**config.mk**
```make
export PLATFORM = sky130hd
export DESIGN_NAME = mem_responder
export DESIGN_NICKNAME = d
export VERILOG_FILES = /design/src/rtl/mem_responder_pkg.sv /design/src/rtl/mem_bounds_check.sv /design/src/rtl/mem_responder.sv
export SDC_FILE = /design/constraint.sdc
export NUM_CORES = 1
export LEC_CHECK = 0
export ABC_AREA = 0
export ABC_CLOCK_PERIOD_IN_PS = 3990
export BUFFER_PORTS_ARGS = -buffer_cell sky130_fd_sc_hd__buf_4
export CAP_MARGIN = 25
export CORE_ASPECT_RATIO = 0.6
export CORE_MARGIN = 10
export CORE_UTILIZATION = 40
export DETAILED_ROUTE_END_ITERATION = 16
export MAX_ROUTING_LAYER = met4
export REMOVE_ABC_BUFFERS = 1
export SETUP_SLACK_MARGIN = 0.4
export SKIP_LAST_GASP = 1
export SYNTH_ARGS = -nofsm -noshare
export SYNTH_HDL_FRONTEND = slang
export SYNTH_SLANG_ARGS = --single-unit
export TNS_END_PERCENT = 50
```
**constraint.sdc**
```tcl
create_clock -name clk -period 3.99 [get_ports clk]
set_clock_uncertainty 0.05 [all_clocks]
set_input_delay 0.798 -clock clk [delete_from_list [all_inputs] [get_ports clk]]
set_output_delay 0.798 -clock clk [all_outputs]
set_load 0.05 [all_outputs]
```
**src/rtl/mem_responder_pkg.sv**
```systemverilog
// Shared definitions for the memory responder family.
//
// Contents:
//   state_t    - responder FSM states (IDLE, READ, WAIT, DONE)
//   byte_count - number of bytes in a request: the extra-bytes field plus one.
//                Callers size the result to EXTRA+1 bits so that a full-word
//                request (extra = all ones) still fits.

package mem_responder_pkg;

   typedef enum logic [1:0] {
      ST_IDLE = 2'd0,
      ST_READ = 2'd1,
      ST_WAIT = 2'd2,
      ST_DONE = 2'd3
   } state_t;

   function automatic int unsigned byte_count(input int unsigned extra);
      return extra + 1;
   endfunction

endpackage

```
**src/rtl/mem_bounds_check.sv**
```systemverilog
// Combinational window check shared by the memory responders.
//
// A request covering bytes addr .. addr+extra is out of window when it starts
// below lower_bound or ends above upper_bound. The end address is formed one
// bit wider than the address so it can never wrap back into the window.
//
// Ports:
//   addr        in   AW+1   first byte address of the request
//   extra       in   EXTRA  bytes beyond the first
//   lower_bound in   AW+1   lowest legal byte address (inclusive)
//   upper_bound in   AW+1   highest legal byte address (inclusive)
//   error       out  1      request falls (partly) outside the window

module mem_bounds_check #(
   parameter int AW    = 4,
   parameter int EXTRA = 4
) (
   input  logic [AW:0]      addr,
   input  logic [EXTRA-1:0] extra,
   input  logic [AW:0]      lower_bound,
   input  logic [AW:0]      upper_bound,
   output logic             error
);

   logic [AW+1:0] last_addr;

   // End address of the request, widened so addr+extra cannot overflow.
   assign last_addr = (AW+2)'(addr) + (AW+2)'(extra);

   // An inverted window (lower > upper) fails one of these two tests for
   // every address, so it needs no separate handling.
   assign error = (addr < lower_bound) || (last_addr > (AW+2)'(upper_bound));

endmodule

```
**src/rtl/mem_responder.sv**
```systemverilog
// Multi-byte read responder in front of an external byte-wide RAM.
//
// A request (req in IDLE) reads extra+1 consecutive bytes starting at addr,
// one RAM address per READ cycle, and assembles them little-endian into data.
// The RAM answers one cycle after each address, so a WAIT cycle follows the
// last READ to collect the final byte. Requests outside the inclusive window
// lower_bound..upper_bound skip the RAM entirely and complete with error.
//
// Ports:
//   clk         in   1            clock, all state changes on rising edge
//   reset       in   1            asynchronous, active-low reset
//   req         in   1            read request, sampled only in IDLE
//   addr        in   AW+1         first byte address
//   extra       in   EXTRA        bytes to read beyond the first
//   lower_bound in   AW+1         legal window start (inclusive)
//   upper_bound in   AW+1         legal window end (inclusive)
//   data        out  2**EXTRA*8   little-endian read result
//   error       out  1            last request was out of window
//   ack         out  1            one-cycle completion pulse
//   busy        out  1            responder is not idle
//   ram_addr    out  AW+1         byte address presented to the RAM
//   ram_rdata   in   8            RAM byte, valid one cycle after ram_addr

module mem_responder
   import mem_responder_pkg::*;
#(
   parameter int AW    = 4,
   parameter int EXTRA = 4
) (
   input  logic                   clk,
   input  logic                   reset,
   input  logic                   req,
   input  logic [AW:0]            addr,
   input  logic [EXTRA-1:0]       extra,
   input  logic [AW:0]            lower_bound,
   input  logic [AW:0]            upper_bound,
   output logic [(2**EXTRA)*8-1:0] data,
   output logic                   error,
   output logic                   ack,
   output logic                   busy,
   output logic [AW:0]            ram_addr,
   input  logic [7:0]             ram_rdata
);

   state_t           state;
   logic [EXTRA-1:0] extra_q;
   logic [EXTRA-1:0] byte_idx;
   logic [EXTRA-1:0] cap_idx;
   logic             cap_valid;
   logic [EXTRA:0]   n_bytes;
   logic             last_byte;
   logic             range_err;

   mem_bounds_check #(
      .AW    (AW),
      .EXTRA (EXTRA)
   ) u_bounds (
      .addr        (addr),
      .extra       (extra),
      .lower_bound (lower_bound),
      .upper_bound (upper_bound),
      .error       (range_err)
   );

   // Byte count is EXTRA+1 bits wide so a full-word request does not wrap;
   // the index itself only ever reaches n_bytes-1 and fits in EXTRA bits.
   assign n_bytes   = (EXTRA+1)'(byte_count(32'(extra_q)));
   assign last_byte = ({1'b0, byte_idx} == (n_bytes - (EXTRA+1)'(1)));

   // Status outputs are decoded straight from the state so that reset
   // clears them the instant it is asserted.
   assign busy = (state != ST_IDLE);
   assign ack  = (state == ST_DONE);

   // Main sequencer. Each READ cycle issues one RAM address and remembers
   // which byte lane it belongs to (cap_idx/cap_valid); the RAM's answer
   // arrives a cycle later and is written into that lane, which is why the
   // last byte is collected during WAIT. ram_addr is only moved on accept
   // and while reading, so it holds its last value while idle.
   always_ff @(posedge clk or negedge reset) begin
      if (!reset) begin
         state     <= ST_IDLE;
         extra_q   <= '0;
         byte_idx  <= '0;
         cap_idx   <= '0;
         cap_valid <= 1'b0;
         data      <= '0;
         error     <= 1'b0;
         ram_addr  <= '0;
      end else begin
         cap_valid <= 1'b0;
         if (cap_valid) begin
            data[{cap_idx, 3'b000} +: 8] <= ram_rdata;
         end

         case (state)
            ST_IDLE: begin
               if (req) begin
                  data     <= '0;
                  extra_q  <= extra;
                  byte_idx <= '0;
                  if (range_err) begin
                     error <= 1'b1;
                     state <= ST_DONE;
                  end else begin
                     error    <= 1'b0;
                     ram_addr <= addr;
                     state    <= ST_READ;
                  end
               end
            end

            ST_READ: begin
               cap_valid <= 1'b1;
               cap_idx   <= byte_idx;
               if (last_byte) begin
                  state <= ST_WAIT;
               end else begin
                  byte_idx <= byte_idx + (EXTRA)'(1);
                  ram_addr <= ram_addr + (AW+1)'(1);
               end
            end

            ST_WAIT: begin
               state <= ST_DONE;
            end

            ST_DONE: begin
               state <= ST_IDLE;
            end

            default: begin
               state <= ST_IDLE;
            end
         endcase
      end
   end

endmodule

```
# Word-level counts from Yosys, hierarchy flattened
# Cells that the tools add are included.
[totals]
regBits = 149
inputBits = 30
out_inout_bits = 136
word_cells = 51
[op_classes]
addsub = 6
order_cmp = 2
n_eq_ne = 8
shift = 2
n_mux = 17
reduce_logical = 8
[op_table]
columns = ["operator", "count"]
rows = [
  ["2-to-1 mux 128 bit", 3],
  ["bitwise mux 128 bit", 1],
  ["variable shift 8 x 9 -> 128 bit, first input constant", 1],
  ["variable part select 8 x 9 -> 128 bit", 1],
  ["2-to-1 mux 5 bit", 3],
  ["one-hot mux 5 bit (2 select lines)", 1],
  ["negation 7 -> 9 bit", 1],
  ["2-to-1 mux 4 bit", 2],
  ["!= test 2 bit, second input constant", 4],
  ["one-hot mux 2 bit (4 select lines)", 1],
  ["one-hot mux 4 bit (2 select lines)", 1],
  ["adder 5 x 4 -> 6 bit", 1],
  ["> comparator 6 x 5 -> 1 bit", 1],
  ["2-to-1 mux 2 bit", 3],
  ["adder 4 x 1 -> 5 bit, second input constant", 1],
  ["adder 5 x 1 -> 5 bit, second input constant", 1],
  ["== test 4 x 5 -> 1 bit", 1],
  ["less-than comparator 5 bit", 1],
  ["subtractor 5 x 1 -> 5 bit, second input constant", 1],
  ["adder 4 x 1 -> 4 bit, second input constant", 1],
  ["== test 2 bit, second input constant", 2],
  ["AND reduction 2 bit", 2],
  ["AND reduction 4 bit", 1],
  ["nonzero test 2 bit", 2],
  ["other kinds (5)", 6],
]

# Depth between registers and ports, before layout
[depth]
word_depth = 6
mapped_depth = 12
depth_no_buf = 12

# Cells and area by module
# A second synthesis with hierarchy kept.
[unflattened]
hier_cells = 784
hier_area_um2 = 7787.5
[modules_own_cells]
columns = ["mod", "instances", "cells_per_inst", "area_each_um2", "seq_area_each_um2"]
rows = [
  ["mem_responder", 1, 736, 7377.1, 3728.6],
  ["mem_bounds_check", 1, 48, 410.4, 0.0],
]

# Worst setup path before layout
# OpenSTA, ideal clock, no wires.
[synth_path]
path_kind = "input to register"
from = "in addr[0]"
to = "reg ram_addr[2]"
setup_ns = 0.138
arrival_time_ns = 3.132
required_ns = 3.802
path_slack_ns = 0.671
path_stages = 12
n_path_buf = 0
path_cell_list = "ha_1 fa_1 a21o_1 a21oi_1 xnor2_1 ha_1 and4_1 a21oi_1 o31a_1 o31ai_2 and2_1 o2111ai_1"
[synth_between]
elab_chain_len = 5
elab_cells_between_ends = 6
classes_between = "add/sub: 1; order compare: 2; eq/ne: 1; reduce/logical: 2"
[synth_lines]
columns = ["item", "line_no", "text"]
rows = [
  ["start: declaration", "mem_responder.sv:33", "input logic [AW:0] addr,"],
  ["adder 5 x 4 -> 6 bit", "mem_bounds_check.sv:28", "assign last_addr = (AW+2)'(addr) + (AW+2)'(extra);"],
  ["> comparator 6 x 5 -> 1 bit", "mem_bounds_check.sv:32", "assign error = (addr < lower_bound) || (last_addr > (AW+2)'(upper_bound));"],
  ["logical OR 1 bit *", "mem_bounds_check.sv:32", ""],
  ["!= test 2 bit (no line) *", "-", ""],
  ["AND reduction 4 bit (no line) *", "-", ""],
  ["end signal: assignment", "mem_responder.sv:107", "ram_addr <= addr;"],
  ["end signal: assignment", "mem_responder.sv:120", "ram_addr <= ram_addr + (AW+1)'(1);"],
  ["end: declaration", "mem_responder.sv:41", "output logic [AW:0] ram_addr,"],
]
# Mark *: on every way between the ends. The rest lies on a longest branch, timed or not.
# A chain may end at the register's enable or synchronous reset.

# Final worst setup path
[layout_path]
from = "in addr[0]"
to = "reg ram_addr[3]"
# The elaborated chain is that of the path after synthesis.

==> run_results.csv <==
group,metric,value,unit
synthesis,synth.yosys.seq_area_share,51.5,%
floorplanning,rows,37,
clocking,clockBufferDepth,2,
global_routing,overflow,0,
global_routing,grt_pass1_wl,33100,microns
synthesis,yosys_warnings,0,
synthesis,synth_area_leaders,"dfrtp_1 (52%), mux2i_1 (16%), nor2_1 (6.6%)",
floorplanning,io_pins,166,
timing,hold_viol,0,
clocking,post_cts_buffers,0,
timing,setup-tns-final,0,ps
layout,layout_common_cells,"buf_4 (166), dfrtp_1 (149), nor2_1 (128), mux2i_1 (113), nand2_1 (42)",
power_and_ir_drop,intPower,3.05,mW
route,wl_per_cell,19.7,microns
layout,final_area,9220,sq um
worst_hold_path,hold_class,"input pin to asynchronous set/reset pin",
worst_setup_path,crit_arrival,3500,ps
worst_setup_path,start_kind,"input pin",
layout,syn_to_final_growth,27.4,%
layout,layout_commonest_cell,"buf_4",
global_routing,grt_antenna_before_repair,0,
synthesis,yosys.area.top_type,"dfrtp_1",
route,firstDrtPassIters,5,
layout,n_antenna_cell,0,
route,viasPerCell,5.08,
worst_setup_path,slowest_delay,420,ps
synthesis,netlist_area,7240,sq um
synthesis,synth_xor_area_share,1.57,%
timing,min_period,3270,ps
power_and_ir_drop,p_leak,4.96,nW
power_and_ir_drop,ir_worst_vdd,0.314,mV
placed_design,place_hpwl,15400,microns
synthesis,synthArstFlopShare,100,%
placed_design,post_dp_cell_area,8660,sq um
worst_setup_path,worstPathRequired,4220,ps
worst_setup_path,path_cells,"buf_4 -> ha_1 -> fa_1 -> a21o_1 -> a21oi_1 -> xnor2_1 -> ha_1 -> and4_1 -> a21oi_1 -> o31a_1 -> o31ai_4 -> and2_1 -> o2111ai_1",
global_routing,grt_use_total,17.6,%
worst_setup_path,crit_path_top_delay_cell,"fa_1",
placed_design,port_buffers,165,
floorplanning,fp.dieArea,24100,sq um
synthesis,synth_compound_area_share,5.34,%
synthesis,synth_edf_count,0,
power_and_ir_drop,power-per-cell-area,550,nW/um^2
synthesis,netlist.area_leader.share,51.5,%
synthesis,synth-simple-area-share,17.6,%
route,drcViolationCount,0,
synthesis,synth-seq-cells,149,
route,drt-initial-drc-count,390,
timing,period_share,82.0,%
timing,grt_setup_unrepaired,"false",
timing,setup_viol,0,
clocking,cts_tree,"built",
power_and_ir_drop,clockPowerShare,29.7,%
worst_setup_path,cp_top_family,"compound AO/OA/AOI/OAI gates",
synthesis,synth.area.mux_share,16.6,%
route,wirelength,21100,microns
floorplanning,dieWidth,194,microns
clocking,numCtsBuffers,17,
timing,maxSlewViolCount,0,
job,cap_violations,0,
worst_setup_path,cp_num_buf_inv,1,
timing,tightest_slew,871,ps
floorplanning,die_h,124,microns
timing,fmax,306,MHz
timing,timing.slew.headroom,41.9,%
power_and_ir_drop,share_seq_of_total_power,35.9,%
clocking,ctsHtreeMaxLevel,4,
worst_setup_path,criticalPathCategory,"input pin to flop",
clocking,clk_transition_reported_paths,70,ps
floorplanning,coreArea,17500,sq um
synthesis,synthCells,672,
layout,drive_gt1_share,27.2,%
synthesis,avgSynthCellArea,10.8,sq um
worst_setup_path,crit_path_end_kind,"flop",
worst_setup_path,critPathMaxFanout,9,
layout,nets,878,
route,vias,5445,
global_routing,grt_pass1_vias,5596,
route,drtAntennaViolNets,0,
synthesis,synth_flop_cell,"dfrtp_1",
clocking,cts_root_buf,"clkbuf_16",
power_and_ir_drop,p_comb_share,34.4,%
placed_design,place_congestion,0.850,
clocking,clock_latency,410,ps
clocking,clkSinkCount,149,
synthesis,synth_top_family_by_area,"simple AND/OR/NAND/NOR gates",
synthesis,ys_types,55,
power_and_ir_drop,switching_share,39.9,%
synthesis,synth_fa_ha_area_share,4.25,%
clocking,cts_hold_buf,0,
global_routing,grt_max_degree,81,
power_and_ir_drop,switchingPower,2.03,mW
run_status,status,"complete, no violations",
floorplanning,start_util,41.5,%
-- through the flow --
stage               power [mW]  std cells  utilization (%)  worst slack [ps]  hold WS [ps]
finish                    5.07       1071             52.8               717           350
global route              5.35       1071             52.8               557           417
detailed placement        3.60       1039             49.6               137           466
CTS                       5.10       1071             52.8               569           384
floorplan                 3.05        637                -               236           451
global placement          3.55       1039             49.6               331           453
-- Yosys cell counts, types with 6 or more instances --
library cell / number
buf_2: 7
ha_1: 23
inv_1: 19
a21oi_1: 29
xor2_1: 8
nor2_1: 128
nand3_1: 12
and2_1: 31
nand2b_1: 6
mux2i_1: 113
nand2_1: 42
dfrtp_1: 149
clkbuf_1: 24
-- layer usage --
metal  routed length (microns)  GRT usage [%]  part of all wire [%]  up-vias
met4                        77           2.75                  0.36        0
met1                     11000           25.5                    52     2721
met3                      1290           5.23                   6.1        7
met5                         0              -                     0        -
met2                      8740           23.7                    41      156
li1                          -              -                     -     2561
-- logic make-up (layout without fill, tap and decap cells) --
group                      after synthesis  count (layout)
AOI/OAI and AO/OA                       55              55
xor gates and xnor gates                13              13
adders and majority gates               24              24
buffers and inverters                   55             220
DFF                                    149             149
muxes                                  119             119
and+or+nand+nor                        257             257
-- area by class of cell --
| cell class | count | area, sq um |
|---|---|---|
| Clock buffer | 18 | 439 |
| Clock inverter | 14 | 115 |
| Fill cell | 1543 | 8230 |
| Inverter | 20 | 75.1 |
| Multi-Input combinational cell | 468 | 3290 |
| Sequential cell | 149 | 3730 |
| Tap cell | 234 | 293 |
| Timing Repair Buffer | 168 | 1280 |
-- timing repair --
action,4_1_cts,5_1_grt
setup endpoints to repair,0,3
resized for setup,0,1
hold endpoints to repair,0,0
-- path summary, 6_finish.rpt --
| path | start | to | slack [ps] | cells after the start |
|---|---|---|---|---|
| setup / recovery | addr[0] | ram_addr[3] | 720 | 13 |
| hold / removal | reset | data[109] | 350 | 1 |
| setup reg to reg | state[1] | ram_addr[3] | 1220 | 6 |
| hold reg to reg | data[57] | data[57] | 470 | 2 |
| max in group asynchronous | reset | data[103] | 2720 | 2 |
| min in group clk | data[57] | data[57] | 470 | 2 |
-- power groups by stage --
stage	combinational [mW]	clock [mW]	sequential, mW
after detailed placement	1.75	0	1.85
after floorplan	0.945	0	2.11
after CTS	1.75	1.53	1.82
after global routing	1.89	1.61	1.84
after global placement	1.71	0	1.84
final	1.75	1.51	1.82
-- sequential cells by signal, summed over array words and instances, names as in the netlist --
name and count:
cap_idx 4, state 2, ram_addr 5, data 128
extra_q 4, cap_valid 1, error 1, byte_idx 4
Note: power is estimated with default switching activity, not from simulation.
